--- config.mk ---
export PLATFORM = sky130hd
export DESIGN_NAME = parking_gate_ctrl
export DESIGN_NICKNAME = d
export VERILOG_FILES = /design/src/rtl/parking_pkg.sv /design/src/rtl/parking_occupancy_counter.sv /design/src/rtl/parking_gate_ctrl.sv
export SDC_FILE = /design/constraint.sdc
export NUM_CORES = 1
export LEC_CHECK = 0
export ABC_AREA = 1
export CAP_MARGIN = 15
export CORE_MARGIN = 3
export CORE_UTILIZATION = 59
export DETAILED_ROUTE_END_ITERATION = 16
export DONT_BUFFER_PORTS = 1
export PLACE_DENSITY = 0.77
export SYNTH_ARGS = -nofsm -noshare
export SYNTH_HDL_FRONTEND = slang
export SYNTH_SLANG_ARGS = --single-unit
--- constraint.sdc ---
create_clock -name clk -period 5.7 [get_ports clk]
set_input_delay 0 -clock clk [delete_from_list [all_inputs] [get_ports clk]]
set_output_delay 0 -clock clk [all_outputs]
set_load 0.005 [all_outputs]
--- src/rtl/parking_pkg.sv ---
// Shared definitions for the parking gate controller: FSM state encoding,
// 7-segment glyphs (active-low, bit order {g,f,e,d,c,b,a}) and a helper
// that tells which states drive a blinking LED.
package parking_pkg;

    typedef enum logic [2:0] {
        IDLE          = 3'd0,
        WAIT_PASSWORD = 3'd1,
        WRONG_PASS    = 3'd2,
        RIGHT_PASS    = 3'd3,
        STOP          = 3'd4,
        LOCKOUT       = 3'd5,
        FULL          = 3'd6
    } state_e;

    localparam logic [6:0] SEG_OFF = 7'b1111111;
    localparam logic [6:0] SEG_E   = 7'b0000110;
    localparam logic [6:0] SEG_n   = 7'b0101011;
    localparam logic [6:0] SEG_G   = 7'b0000010;
    localparam logic [6:0] SEG_0   = 7'b1000000;
    localparam logic [6:0] SEG_5   = 7'b0010010;
    localparam logic [6:0] SEG_P   = 7'b0001100;
    localparam logic [6:0] SEG_L   = 7'b1000111;
    localparam logic [6:0] SEG_C   = 7'b1000110;
    localparam logic [6:0] SEG_F   = 7'b0001110;

    // States whose indicator LED blinks rather than being steady.
    function automatic logic is_blink_state(input state_e s);
        return (s == WRONG_PASS) || (s == RIGHT_PASS) || (s == STOP) || (s == FULL);
    endfunction

endpackage

--- src/rtl/parking_occupancy_counter.sv ---
// Saturating up/down count of cars inside the lot. An admission and a
// departure in the same cycle cancel out; the count never leaves
// 0..CAPACITY.
module parking_occupancy_counter #(
    parameter int CAPACITY = 8,
    parameter int OCC_W    = $clog2(CAPACITY + 1)
) (
    input  logic             clk,
    input  logic             reset,
    input  logic             admit,
    input  logic             leave,
    output logic [OCC_W-1:0] occupancy,
    output logic             lot_full
);

    localparam logic [OCC_W-1:0] CAP_V = OCC_W'(CAPACITY);

    logic [OCC_W-1:0] occ_q, occ_d;

    // Next count: increment on admit, decrement on leave, both -> hold.
    always_comb begin
        occ_d = occ_q;
        if (admit && !leave && (occ_q != CAP_V)) begin
            occ_d = occ_q + 1'b1;
        end else if (leave && !admit && (occ_q != '0)) begin
            occ_d = occ_q - 1'b1;
        end
    end

    // Count register.
    always_ff @(posedge clk or posedge reset) begin
        if (reset) begin
            occ_q <= '0;
        end else begin
            occ_q <= occ_d;
        end
    end

    assign occupancy = occ_q;
    assign lot_full  = (occ_q == CAP_V);

endmodule

--- src/rtl/parking_gate_ctrl.sv ---
// Single-gate parking controller: password entry with retries, timeout and
// lockout, occupancy tracking with a FULL refusal, and a registered LED /
// 7-segment front panel that follows the FSM state one cycle later.
//
// pass_valid is a one-cycle strobe with no back-pressure: password_1 and
// password_2 are sampled only in the cycle pass_valid is high, and only in
// WAIT_PASSWORD, WRONG_PASS and STOP; every other cycle/state ignores them.
module parking_gate_ctrl
    import parking_pkg::*;
#(
    parameter int              CAPACITY    = 8,
    parameter int              PW_W        = 2,
    parameter logic [PW_W-1:0] PASS_1      = 2'b01,
    parameter logic [PW_W-1:0] PASS_2      = 2'b10,
    parameter int              MAX_TRIES   = 3,
    parameter int              TIMEOUT     = 32,
    parameter int              LOCK_CYCLES = 16,
    parameter int              BLINK_DIV   = 1
) (
    input  logic                             clk,
    input  logic                             reset,
    input  logic                             sensor_entrance,
    input  logic                             sensor_exit,
    input  logic                             car_leave,
    input  logic                             pass_valid,
    input  logic [PW_W-1:0]                  password_1,
    input  logic [PW_W-1:0]                  password_2,
    output logic                             GREEN_LED,
    output logic                             RED_LED,
    output logic [6:0]                       HEX_1,
    output logic [6:0]                       HEX_2,
    output logic [$clog2(CAPACITY+1)-1:0]    occupancy,
    output logic                             lot_full,
    output logic [2:0]                       state_dbg
);

    localparam int OCC_W   = $clog2(CAPACITY + 1);
    localparam int TMR_MAX = (TIMEOUT > LOCK_CYCLES) ? TIMEOUT : LOCK_CYCLES;
    localparam int TMR_W   = (TMR_MAX > 1) ? $clog2(TMR_MAX) : 1;
    localparam int TRY_W   = $clog2(MAX_TRIES + 1);
    localparam int BLK_W   = (BLINK_DIV > 1) ? $clog2(BLINK_DIV) : 1;

    localparam logic [TMR_W-1:0] TIMEOUT_LAST = TMR_W'(TIMEOUT - 1);
    localparam logic [TMR_W-1:0] LOCK_LAST    = TMR_W'(LOCK_CYCLES - 1);
    localparam logic [TRY_W-1:0] TRIES_LIMIT  = TRY_W'(MAX_TRIES);
    localparam logic [BLK_W-1:0] BLINK_LAST   = BLK_W'(BLINK_DIV - 1);

    state_e           state_q, state_d;
    logic [TRY_W-1:0] tries_q, tries_d, tries_inc;
    logic [TMR_W-1:0] timer_q, timer_d;
    logic             match, admit;

    // Front-panel registers; shown_q is the state the panel currently shows.
    state_e           shown_q;
    logic [BLK_W-1:0] blink_cnt_q, blink_cnt_d;
    logic             blink_led_q, blink_led_d;
    logic             green_q, green_d, red_q, red_d;
    logic [6:0]       hex1_q, hex1_d, hex2_q, hex2_d;

    assign match     = pass_valid && (password_1 == PASS_1) && (password_2 == PASS_2);
    assign tries_inc = tries_q + 1'b1;

    // Next-state logic: transitions, retry bookkeeping and the shared timer.
    always_comb begin
        state_d = state_q;
        tries_d = tries_q;
        timer_d = timer_q;
        admit   = 1'b0;
        unique case (state_q)
            IDLE: begin
                if (sensor_entrance) begin
                    if (lot_full) begin
                        state_d = FULL;
                    end else begin
                        state_d = WAIT_PASSWORD;
                        tries_d = '0;
                        timer_d = '0;
                    end
                end
            end
            WAIT_PASSWORD, WRONG_PASS: begin
                if (state_q == WAIT_PASSWORD) begin
                    timer_d = timer_q + 1'b1;
                end
                if (match) begin
                    state_d = RIGHT_PASS;
                end else if (pass_valid) begin
                    tries_d = tries_inc;
                    if (tries_inc == TRIES_LIMIT) begin
                        state_d = LOCKOUT;
                        timer_d = '0;
                    end else begin
                        state_d = WRONG_PASS;
                    end
                end else if ((state_q == WAIT_PASSWORD) && (timer_q == TIMEOUT_LAST)) begin
                    state_d = IDLE;
                end
            end
            LOCKOUT: begin
                if (timer_q == LOCK_LAST) begin
                    state_d = IDLE;
                    tries_d = '0;
                    timer_d = '0;
                end else begin
                    timer_d = timer_q + 1'b1;
                end
            end
            RIGHT_PASS: begin
                if (sensor_exit) begin
                    if (sensor_entrance) begin
                        state_d = STOP;
                    end else begin
                        state_d = IDLE;
                        admit   = 1'b1;
                    end
                end
            end
            STOP: begin
                if (match) begin
                    state_d = RIGHT_PASS;
                end
            end
            FULL: begin
                if (!sensor_entrance || !lot_full) begin
                    state_d = IDLE;
                end
            end
            default: begin
                state_d = IDLE;
            end
        endcase
    end

    // FSM state, retry count and timer registers.
    always_ff @(posedge clk or posedge reset) begin
        if (reset) begin
            state_q <= IDLE;
            tries_q <= '0;
            timer_q <= '0;
        end else begin
            state_q <= state_d;
            tries_q <= tries_d;
            timer_q <= timer_d;
        end
    end

    // Panel decode: blink divider restarts with the LED lit on state entry.
    always_comb begin
        blink_cnt_d = blink_cnt_q;
        blink_led_d = blink_led_q;
        green_d     = 1'b0;
        red_d       = 1'b0;
        hex1_d      = SEG_OFF;
        hex2_d      = SEG_OFF;
        if ((state_q != shown_q) && is_blink_state(state_q)) begin
            blink_cnt_d = '0;
            blink_led_d = 1'b1;
        end else if (blink_cnt_q == BLINK_LAST) begin
            blink_cnt_d = '0;
            blink_led_d = ~blink_led_q;
        end else begin
            blink_cnt_d = blink_cnt_q + 1'b1;
        end
        unique case (state_q)
            WAIT_PASSWORD: begin red_d = 1'b1;        hex1_d = SEG_E; hex2_d = SEG_n; end
            WRONG_PASS:    begin red_d = blink_led_d; hex1_d = SEG_E; hex2_d = SEG_E; end
            RIGHT_PASS:  begin green_d = blink_led_d; hex1_d = SEG_G; hex2_d = SEG_0; end
            STOP:          begin red_d = blink_led_d; hex1_d = SEG_5; hex2_d = SEG_P; end
            LOCKOUT:       begin red_d = 1'b1;        hex1_d = SEG_L; hex2_d = SEG_C; end
            FULL:          begin red_d = blink_led_d; hex1_d = SEG_F; hex2_d = SEG_L; end
            default: begin end
        endcase
    end

    // Panel registers.
    always_ff @(posedge clk or posedge reset) begin
        if (reset) begin
            shown_q     <= IDLE;
            blink_cnt_q <= '0;
            blink_led_q <= 1'b0;
            green_q     <= 1'b0;
            red_q       <= 1'b0;
            hex1_q      <= SEG_OFF;
            hex2_q      <= SEG_OFF;
        end else begin
            shown_q     <= state_q;
            blink_cnt_q <= blink_cnt_d;
            blink_led_q <= blink_led_d;
            green_q     <= green_d;
            red_q       <= red_d;
            hex1_q      <= hex1_d;
            hex2_q      <= hex2_d;
        end
    end

    parking_occupancy_counter #(
        .CAPACITY (CAPACITY),
        .OCC_W    (OCC_W)
    ) u_occ (
        .clk       (clk),
        .reset     (reset),
        .admit     (admit),
        .leave     (car_leave),
        .occupancy (occupancy),
        .lot_full  (lot_full)
    );

    assign GREEN_LED = green_q;
    assign RED_LED   = red_q;
    assign HEX_1     = hex1_q;
    assign HEX_2     = hex2_q;
    assign state_dbg = state_q;

endmodule

Yosys cells after proc, flatten, opt, wreduce, memory -nomap -nowiden
Cells that the tools add are included.
{"block": "op_classes", "addsub": 5, "n_mul": 0, "div_mod_pow": 0, "magnitude_cmp": 0, "n_eq_ne": 23, "shifts": 0, "muxes": 39, "bitwise": 1, "reduce_logical": 26}
{"op": "$pmux 7 s6", "count": 1}
{"op": "$mux 5", "count": 7}
{"op": "$pmux 7 s5", "count": 1}
{"op": "$mux 3", "count": 11}
{"op": "$pmux 3 s6", "count": 1}
{"op": "$pmux 5 s3", "count": 1}
{"op": "$ne 2x2->1 const B", "count": 7}
{"op": "$reduce_and 6->1", "count": 2}
{"op": "$mux 2", "count": 5}
{"op": "$eq 3x3->1 const B", "count": 3}
{"op": "$logic_and 1x1->1", "count": 8}
{"op": "$mux 1", "count": 8}
{"op": "$mux 4", "count": 2}
{"op": "$eq 3x2->1 const B", "count": 2}
{"op": "$pmux 2 s3", "count": 1}
{"op": "$add 5x1->5 const B", "count": 1}
{"op": "$eq 5x4->1 const B", "count": 1}
{"op": "$eq 5x5->1 const B", "count": 1}
{"op": "$add 4x1->4 const B", "count": 1}
{"op": "$eq 2x2->1 const B", "count": 2}
{"op": "$eq 4x4->1 const B", "count": 1}
{"op": "$logic_not 1->1", "count": 4}
{"op": "$logic_or 1x1->1", "count": 4}
{"op": "$ne 4x1->1 const B", "count": 1}
{"op": "17 further kinds", "count": 18}
{"block": "totals", "register_bits": 35, "latchBits": 0, "ram_bits": 0, "mem_bits_ro": 0, "output_inout_bits": 24, "elab_cells": 105, "mem_count": 0}

Logic depth before layout (Yosys ltp)
Gate-level depths: netlist of the first run.
{"block": "depth", "word_depth": 8, "mapped_depth": 13, "mapped_depth_nobuf": 13}

By module
Synthesis of the first run repeated with hierarchy kept, for this count alone.
{"block": "hier_totals", "cells_unflattened": 241, "hier_area_um2": 1891.8}
{"module": "parking_gate_ctrl", "n_inst": 1, "cells_each": 198, "area_each_um2": 1557.7}
{"module": "parking_occupancy_counter", "n_inst": 1, "cells_each": 43, "area_each_um2": 334.1}

Least setup slack after synthesis of the first run
OpenSTA, ideal clock, no wires.
{"block": "synth_path", "path_kind": "reg-to-reg", "startpoint": "reg state_q[2] (netlist: state_dbg[2])", "endpoint": "reg u_occ.occ_q[3] (netlist: u_occ.occupancy[3])", "setup_ns": 0.117, "arrival_ns": 1.819, "t_required_ns": 5.583, "path_slack_ns": 3.764, "stages_incl_launch_ff": 14, "n_path_buf": 1, "synth_period_minus_slack_ns": 1.936, "path_cell_list": "dfrtp_1 -> buf_6 -> inv_4 -> nand3_4 -> nor2_4 -> nand2_1 -> ha_1 -> nand2_1 -> o21ai_0 -> inv_1 -> nand3_1 -> nand2_1 -> nand2_1 -> nand2_1"}
{"block": "synth_via", "elab_chain_cells": 6, "word_cells_on_any_way": 9, "classes_between": "eq/ne: 1; mux: 2; reduce/logical: 6"}
{"item": "from (decl)", "line": "parking_gate_ctrl.sv:48", "source": "state_e state_q, state_d;"}
{"item": "from (signal assigned)", "line": "parking_gate_ctrl.sv:141", "source": "state_q <= state_d;"}
{"item": "$eq 3x2->1 *", "line": "parking_gate_ctrl.sv:69", "source": "unique case (state_q)"}
{"item": "$mux 1 *", "line": "parking_gate_ctrl.sv:69"}
{"item": "$logic_not 1->1", "line": "parking_occupancy_counter.sv:25", "source": "end else if (leave && !admit && (occ_q != '0)) begin"}
{"item": "$logic_and 1x1->1 (2 in a row)", "line": "parking_occupancy_counter.sv:25"}
{"item": "$reduce_bool 2->1 (no line)"}
{"item": "to (signal assigned)", "line": "parking_occupancy_counter.sv:33", "source": "occ_q <= '0;"}
{"item": "to (signal assigned)", "line": "parking_occupancy_counter.sv:35", "source": "occ_q <= occ_d;"}
{"item": "to (decl)", "line": "parking_occupancy_counter.sv:18", "source": "logic [OCC_W-1:0] occ_q, occ_d;"}
Every way passes the cells marked *; elsewhere a longest branch is shown, timed or not.
A chain may end at the register's enable or synchronous reset.

Worst setup path after layout of the first run
{"block": "layout_path", "startpoint": "reg state_q[0] (netlist: state_dbg[0])", "endpoint": "reg u_occ.occ_q[3] (netlist: u_occ.occupancy[3])"}
The elaborated chain is that of the path after synthesis.

==> results of run 1 <==
kinds of logic after synthesis:
kind of cell | count (synthesis) | synth area share
adders and majority gates | 8 | 0.0579
xor gates and xnor gates | 7 | 0.0330
other | 1 | 0.00202
buffers and inverters | 36 | 0.0943
AOI/OAI and AO/OA | 16 | 0.0465
DFF | 30 | 0.411
and+or+nand+nor | 136 | 0.355
state kept, by name, summed over array words and instances (netlist names):
signal / count
u_occ.occupancy: 4
shown_q: 3
RED_LED: 1
HEX_2: 7
blink_led_q: 1
tries_q: 2
state_dbg: 3
HEX_1: 3
timer_q: 5
GREEN_LED: 1
metrics by stage:
step	total power (W)	hold slack [ns]
floorplan	0.000889	0.0834
global placement	0.000956	0.201
detailed placement	0.000964	0.209
CTS	0.00112	0.0146
global route	0.00125	0.0460
finish	0.00111	0.0136
worst max-delay path, cell delays in order (launching register included):
cell and delay [ns]:
dfrtp_1 0.72, nand3_4 0.19, nor2_4 0.16, nand2_1 0.17, ha_1 0.37, nand2_1 0.06, o21ai_0 0.21, inv_1 0.06
nand3_1 0.10, nand2_1 0.05, nand2_1 0.05, nand2_1 0.04
area by class of cell:
type	instances	area, µm²
repair buffers	3	47.5
clock buffers	8	78.8
well taps	42	52.6
inverters	29	111
fillers	239	905
flip-flops and latches	30	763
multi-input cells	168	918
per-layer routing:
metal  vias to the layer above  global-route usage  share of wire
met1                       635               0.263           0.47
li1                        742                   -              -
met4                         0              0.0856          0.017
met5                         -                   0              0
met3                         7              0.0432          0.056
met2                        39               0.310           0.46
path summary, 6_finish.rpt:
path                                 endpoint  cells after the start
max in group asynchronous            HEX_2[2]                      3
min in group asynchronous          timer_q[3]                      2
hold / removal             u_occ.occupancy[1]                      4
hold reg to reg                     GREEN_LED                      1
setup reg to reg           u_occ.occupancy[3]                     11
setup / recovery           u_occ.occupancy[3]                     11
power by group through the flow:
stage	Sequential, W	Combinational [W]	Clock, W
final	0.000451	0.000510	0.000154
after global routing	0.000471	0.000605	0.000171
after CTS	0.000452	0.000511	0.000157
after detailed placement	0.000455	0.000509	0
after global placement	0.000453	0.000503	0
after floorplan	0.000408	0.000480	0
placed cells by master (no fill, tap or decap), drive strengths merged:
cell / count
inv: 29
and2: 1
o211ai: 1
nand2: 74
dfstp: 10
fa: 1
dfrtp: 20
conb: 1
buf: 1
clkbuf: 8
xor2: 2
ha: 7
nand4: 4
o21ai: 9
or2: 2
nor2: 26
dlygate4sd3: 2
a21oi: 6
nand3: 29
xnor2: 5
repair_timing:
item / in CTS / in global routing
hold buffers: 2 / 0
hold endpoints to repair: 21 / 0
setup buffers: 0 / 0
==> impl_metrics.toml, run 1 <==
[layout]
final_area_um2 = 1970
diodes = 0
utilization = 0.686
fin_nets = 255
stdcell_count = 280
drive_gt1_frac = 0.172
area_delta_synth_final_pct = 6.20

[placed_design]
dpl_cell_area_um2 = 1850
gp_congestion = 0.858
place_inst = 269
dp_hpwl_mm = 2.51
dp_slack_ns = 3.41
port_buffers = 0

[synth]
yosys_warnings = 0
ys_seq_area_frac = 0.411
synth_cell_types = 29
yosysTopAreaCellShare = 0.270
synthTopCellsByArea = "dfrtp_1 (27%), dfstp_2 (14%), nand2_1 (14%), nand3_1 (6.7%), inv_1 (5.3%)"
synth_area_um2 = 1860
synth_edf_count = 0
syn_inst = 234
synth_ff_type = "dfrtp_1"
ys_async_sr_fraction = 1.00
synth-seq-cells = 30
synth_most_common_cell = "nand2_1"
synth_area_leader_cell = "dfrtp_1"
synth_common_cells = "nand2_1 (69), inv_1 (26), nand3_1 (25)"
syn_nets = 252
syn_avg_cell_area_um2 = 7.93

[grt]
grtUsageTotal = 0.197
grt_pass1_wl_mm = 6.18
grt_max_degree = 31
antenna_found_initial = 0
grt_overflow_total = 0
grt_pass1_vias = 1439

[floorplanning]
start_util = 0.645
die_h_um = 62.1
rows = 19
dieWidth_um = 62.1
dieArea_um2 = 3860
io_pins = 34
core_area_um2 = 2880

[setup_path]
path_class = "register to register"
regToRegSetupSlack_ns = 3.41
cp-end-kind = "register"
worstPathRequired_ns = 5.93
timing.rr.start = "state_dbg[0]"
startpoint_type = "register"
cp.arrival_ns = 2.52
worstSetupStartpoint = "state_dbg[0]"
critPathMaxFanout = 15

[drt]
drt_pass1_iterations = 4
vias = 1423
drc_errors = 0
wl_per_cell_um = 11.7
antenna_left = 0
via_per_inst = 5.08
wirelength_mm = 3.29
drt_iter0_markers = 55

[cts]
cts_buffers = 5
cts.sinks = 30
clkSlewWorstSetupHoldPaths_ns = 0.10
clock_latency_ns = 0.33
cts_resized = 0
clk_path_buf_depth = 2
cts-root-buf = "clkbuf_4"
cts_tree = "built"
htreeDepth = 2

[sta]
finalHoldViolations = 0
worst_slew_pin_slew_ns = 0.582
skew_ns = 0.0102
slew_viol_final = 0
rsz0062_at_grt = "false"
max_freq_mhz = 437
maxSlewHeadroom = 0.612
period_needed_ns = 2.29
setup_viol = 0
fin_tns_setup_ns = 0
fin_crit_sh = 0.402
setup_ws_ns = 3.41

[worst_hold_path]
min_from = "car_leave"
min_path_type = "input pin to register"

[power]
combPwrFrac = 0.457
power.switching_w = 0.000501
p_sw_frac = 0.450
power_density_nw_per_um2 = 565
p_int_w = 0.000613
pwr-share-clk = 0.139
peakVddDrop_mv = 0.308
p_leak_nw = 0.999
power_frac_seq = 0.404

[run_status]
outcome = "finished clean"

[job]
timing.max_cap.violations = 0
(Power assumes the default switching activity.)
==> inputs of run 2 (changes only) <==
==> constraint.sdc (replaced) <==
create_clock -name clk -period 2.32 [get_ports clk]
set_input_delay 0 -clock clk [delete_from_list [all_inputs] [get_ports clk]]
set_output_delay 0 -clock clk [all_outputs]
set_load 0.005 [all_outputs]
==> impl_metrics.toml, run 2 (synthesis gave the netlist of run 1 again) <==
[run_status]
outcome = "finished clean"

[worst_hold_path]
min_path_type = "input pin to register"

[drt]
wl_per_cell_um = 12.2
wirelength_mm = 3.47
drt_pass1_iterations = 4
drc_errors = 0
antenna_left = 0
vias = 1477
drt_iter0_markers = 75
via_per_inst = 5.20

[layout]
layout_common_cells = "nand2_1 (69), inv_1 (26), nand3_1 (25), dfrtp_1 (20), nor2_1 (18)"
largest_reg_flops = 7
area_delta_synth_final_pct = 5.26
drive_gt1_frac = 0.182
fin_nets = 259
layout_commonest_cell = "nand2_1"
utilization = 0.679
diodes = 0

[cts]
clkSlewWorstSetupHoldPaths_ns = 0.09
clock_latency_ns = 0.32
cts_tree = "built"
cts_buffers = 5
cts_setup_buffers = 0
cts.sinks = 30
htreeDepth = 2
clk_path_buf_depth = 2
cts-root-buf = "clkbuf_4"
cts_resized = 0

[job]
timing.max_cap.violations = 0

[power]
power_density_nw_per_um2 = 1380
peakVddDrop_mv = 0.775
p_leak_nw = 1.00

[sta]
setup_viol = 0
period_needed_ns = 2.03
worst_slew_pin_slew_ns = 0.989
maxSlewHeadroom = 0.340
setup_ws_ns = 0.288
finalHoldViolations = 0
fin_tns_setup_ns = 0
slew_viol_final = 0
max_freq_mhz = 492
holdWs_ns = 0.0299
rsz0062_at_grt = "false"
skew_ns = 0.00609
fin_crit_sh = 0.876

[setup_path]
cp-end-kind = "register"
startpoint_type = "register"
r2r-end = "u_occ.occupancy[3]"
path_class = "register to register"
r2r_cells = 12
worstSetupStartpoint = "state_dbg[2]"
timing.rr.start = "state_dbg[2]"
regToRegSetupSlack_ns = 0.29
cp.arrival_ns = 2.26
crit_end = "u_occ.occupancy[3]"
worstPathRequired_ns = 2.55
critPathMaxFanout = 7

[grt]
grt_overflow_total = 0
grt_pass1_vias = 1420
grtUsageTotal = 0.201
grt_max_degree = 27
antenna_found_initial = 0
grt_pass1_wl_mm = 6.18

[placed_design]
gp_congestion = 0.795
dp_slack_ns = 0.289
dp_hpwl_mm = 2.63
port_buffers = 0

[floorplanning]
die_h_um = 62.1
dieWidth_um = 62.1
io_pins = 34
dieArea_um2 = 3860
start_util = 0.645
core_area_um2 = 2880
rows = 19
==> run 2: cell types whose count changed in the layout (fill, tap and decap cells not counted) <==
cell / delta
clkbuf_1: +1
buf_16: -1
buf_4: +5
clkinv_2: +2
clkbuf_8: -3
==> run 2: area by class of cell <==
cell class	count	area, µm²
fill	247	922
multi-input combinational	168	918
sequential	30	763
inverter	29	111
timing repair buffer	7	57.6
tap	42	52.6
clock buffer	6	41.3
clock inverter	2	10.0
==> run 2: how the worst min path moves through the flow <==
stage,startpoint,to,slack [ns],cells past startpoint
2_1_floorplan,reset,GREEN_LED,0.08,1
5_1_grt,car_leave,u_occ.occupancy[0],0.05,3
3_5_place_dp,reset,timer_q[4],0.17,1
6_report,pass_valid,tries_q[0],0.03,5
3_3_place_gp,reset,timer_q[2],0.16,1
4_1_cts,pass_valid,tries_q[0],0.02,5
==> run 2: repair_timing <==
action,4_1_cts,5_1_grt
hold buffers,2,0
hold endpoints to repair,21,0
setup endpoints to repair,0,0
==> run 2: critical path, stage by stage (launching register included) <==
cell and delay (ns):
dfrtp_1 0.42, inv_4 0.11, nand3_4 0.11, nor2_4 0.16, nand2_1 0.18, ha_1 0.38, nand2_1 0.06, o21ai_0 0.20
inv_1 0.06, nand3_1 0.11, nand2_1 0.06, nand2_1 0.05, nand2_1 0.04
==> run 2: metal layers <==
layer	wire, µm	GRT usage	share of wire
met2	1720	0.345	0.49
met4	42	0.0635	0.012
met3	251	0.0613	0.072
met1	1460	0.240	0.42
met5	0	0	0
==> run 2: per-stage QoR <==
stage               total power (W)  cell area [µm²]  instances
floorplan                   0.00218             1860        234
detailed placement          0.00242             1880        274
finish                      0.00269             1950        284
global route                0.00301             1950        284
CTS                         0.00273             1950        284
global placement            0.00239             1880        274
==> run 2: power by group <==
part | internal (W) | switching [W] | total (W)
combinational | 0.000506 | 0.000874 | 0.00138
sequential | 0.000824 | 0.000200 | 0.00102
clock | 0.000115 | 0.000175 | 0.000290
total | 0.00145 | 0.00125 | 0.00269
==> inputs of run 3 (changes only) <==
--- a/config.mk
+++ b/config.mk
@@ -5,7 +5,7 @@
 export SDC_FILE = /design/constraint.sdc
 export NUM_CORES = 1
 export LEC_CHECK = 0
-export ABC_AREA = 1
+export ABC_AREA = 0
 export CAP_MARGIN = 15
 export CORE_MARGIN = 3
 export CORE_UTILIZATION = 59
@@ -15,3 +15,4 @@
 export SYNTH_ARGS = -nofsm -noshare
 export SYNTH_HDL_FRONTEND = slang
 export SYNTH_SLANG_ARGS = --single-unit
+export TNS_END_PERCENT = 100
==> impl_metrics.toml, run 3 <==
[synth]
muxShareOfSynthArea = 0.0383
synth-simple-area-share = 0.223
synth_common_cells = "dfrtp_1 (20), nand2_1 (15), o21ai_0 (14)"
syn_inst = 175
yosysTopAreaCellShare = 0.289
synth_ff_type = "dfrtp_1"
synthTopCellsByArea = "dfrtp_1 (29%), dfstp_2 (15%), ha_1 (5.1%), o21ai_0 (4.0%), nand2_1 (3.3%)"
synth-seq-cells = 30
synth_area_leader_cell = "dfrtp_1"
ys_async_sr_fraction = 1.00
synth_edf_count = 0
syn_nets = 193
syn_avg_cell_area_um2 = 9.90
synth_area_um2 = 1730
yosys_warnings = 0
synth_cell_types = 52
synth_top_family_by_area = "simple AND/OR/NAND/NOR gates"
synth_compound_area_frac = 0.158
ys_seq_area_frac = 0.441
synth_most_common_cell = "dfrtp_1"
synthAdderAreaFrac = 0.0621
synthXorXnorAreaFrac = 0.0202

[setup_path]
r2r_cells = 7
cp_slowest_cell = "dlygate4sd3_1"
cp-end-kind = "register"
startpoint_type = "register"
crit_path_cell_trace = "nor4b_4, buf_4, and3_1, o21ai_1, or3b_1, nand3_1, dlygate4sd3_1"
timing.rr.start = "u_occ.occupancy[0]"
cp.arrival_ns = 2.44
critPathMaxFanout = 8
max_stage_delay_ns = 0.54
regToRegSetupSlack_ns = 0.16
worstSetupStartpoint = "u_occ.occupancy[0]"
crit_end = "state_dbg[1]"
worstPathRequired_ns = 2.60
r2r-end = "state_dbg[1]"
path_class = "register to register"

[layout]
stdcell_count = 213
largest_reg_flops = 7
drive_gt1_frac = 0.187
num-fill-cells = 207
fin_nets = 199
layout_commonest_cell = "dfrtp_1"
area_delta_synth_final_pct = 7.37
diodes = 0
layout_common_cells = "dfrtp_1 (20), nand2_1 (15), o21ai_0 (14), dfstp_2 (10)"

[placed_design]
dp_hpwl_mm = 2.37
gp_congestion = 0.931
dp_slack_ns = 0.190
port_buffers = 0
place_inst = 201

[floorplanning]
core_area_um2 = 2780
rows = 19
dieWidth_um = 60.2
io_pins = 34
dieArea_um2 = 3620
die_h_um = 60.2
start_util = 0.623

[cts]
cts_tree = "built"
clkSlewWorstSetupHoldPaths_ns = 0.10
cts-root-buf = "clkbuf_4"
htreeDepth = 2
clock_latency_ns = 0.34
cts_buffers = 5
cts.sinks = 30
clk_path_buf_depth = 2

[sta]
max_freq_mhz = 464
holdWs_ns = 0.0117
setup_viol = 0
fin_crit_sh = 0.930
rsz0062_at_grt = "false"
fin_tns_setup_ns = 0
skew_ns = 0.00529
slew_viol_final = 0
maxSlewHeadroom = 0.341
worst_slew_pin_slew_ns = 0.988
finalHoldViolations = 0
period_needed_ns = 2.16
setup_ws_ns = 0.163

[grt]
antenna_found_initial = 0
grt_pass1_vias = 1239
grt_max_degree = 29
grtUsageTotal = 0.207
grt_pass1_wl_mm = 5.47
grt_overflow_total = 0

[drt]
wl_per_cell_um = 15.8
drt_iter0_markers = 62
drc_errors = 0
wirelength_mm = 3.36
drt_pass1_iterations = 4
via_per_inst = 6.32
antenna_left = 0
vias = 1346

[run_status]
outcome = "finished clean"

[worst_hold_path]
hold_depth = 3
min_path_type = "input pin to register"

[power]
peakVddDrop_mv = 1.18
p_leak_nw = 0.813
fin_total_pwr_w = 0.00251
power_density_nw_per_um2 = 1350

[job]
timing.max_cap.violations = 0
run 3: cell count changes in the layout (fill, tap and decap cells not counted), sizes merged, moves of 4 or more:
| cell | change |
|---|---|
| nand2 | -58 |
| nor2b | +5 |
| or3 | +4 |
| nand3 | -23 |
| inv | -20 |
| o21ai | +7 |
| and3 | +4 |
| xnor2 | -4 |
| nor2 | -17 |
run 3: routing by layer:
layer | GRT usage | vias to the layer above | routed length, µm
met4 | 0.108 | 0 | 61
li1 | - | 635 | -
met1 | 0.248 | 667 | 1380
met2 | 0.338 | 36 | 1720
met5 | 0 | - | 0
met3 | 0.0562 | 8 | 203
run 3: area by class of cell:
type                    instances  area (µm²)  area share
clock buffers                   6        51.3      0.0276
flip-flops and latches         30         763       0.410
clock inverters                 2        12.5     0.00673
inverters                       9        33.8      0.0182
multi-input cells             125         875       0.470
repair buffers                 10        85.1      0.0458
well taps                      31        38.8      0.0209
run 3: kinds of logic after synthesis:
kind of cell / after synthesis
compound gates: 44
xor+xnor: 4
fa+ha+maj: 8
buf+inv: 20
flops: 30
mux: 5
other cells: 1
simple gates: 63
run 3: stage by stage:
stage                      util  instance area (µm²)
after floorplan               -                 1730
after global placement    0.630                 1750
after detailed placement  0.630                 1750
after CTS                 0.668                 1860
after global routing      0.668                 1860
final                     0.668                 1860
run 3: report_power, final:
group | total [W] | switching, W | internal, W
Combinational | 0.00113 | 0.000637 | 0.000495
Sequential | 0.00104 | 0.000212 | 0.000826
Clock | 0.000335 | 0.000190 | 0.000145
Total | 0.00251 | 0.00104 | 0.00147
run 3: critical path, delay by kind of cell (launching register included):
family	cells	cell delay [ns]
DFF	1	0.53
buffers and inverters	2	0.71
AOI/OAI and AO/OA	1	0.16
and+or+nand+nor	4	0.71
run 3: what timing repair did:
| action | 4_1_cts | 5_1_grt |
|---|---|---|
| endpoints found under the hold margin | 25 | 0 |
| resized for setup | 0 | 1 |
| endpoints found under the setup margin | 0 | 1 |
| hold buffers | 4 | 0 |
| buffers inserted | 0 | 0 |
run 3: how the worst min path moves through the flow:
stage | startpoint | end
after floorplan | reset | GREEN_LED
after global placement | reset | u_occ.occupancy[3]
after detailed placement | reset | state_dbg[0]
after CTS | pass_valid | tries_q[1]
after global routing | car_leave | u_occ.occupancy[3]
final | pass_valid | tries_q[1]
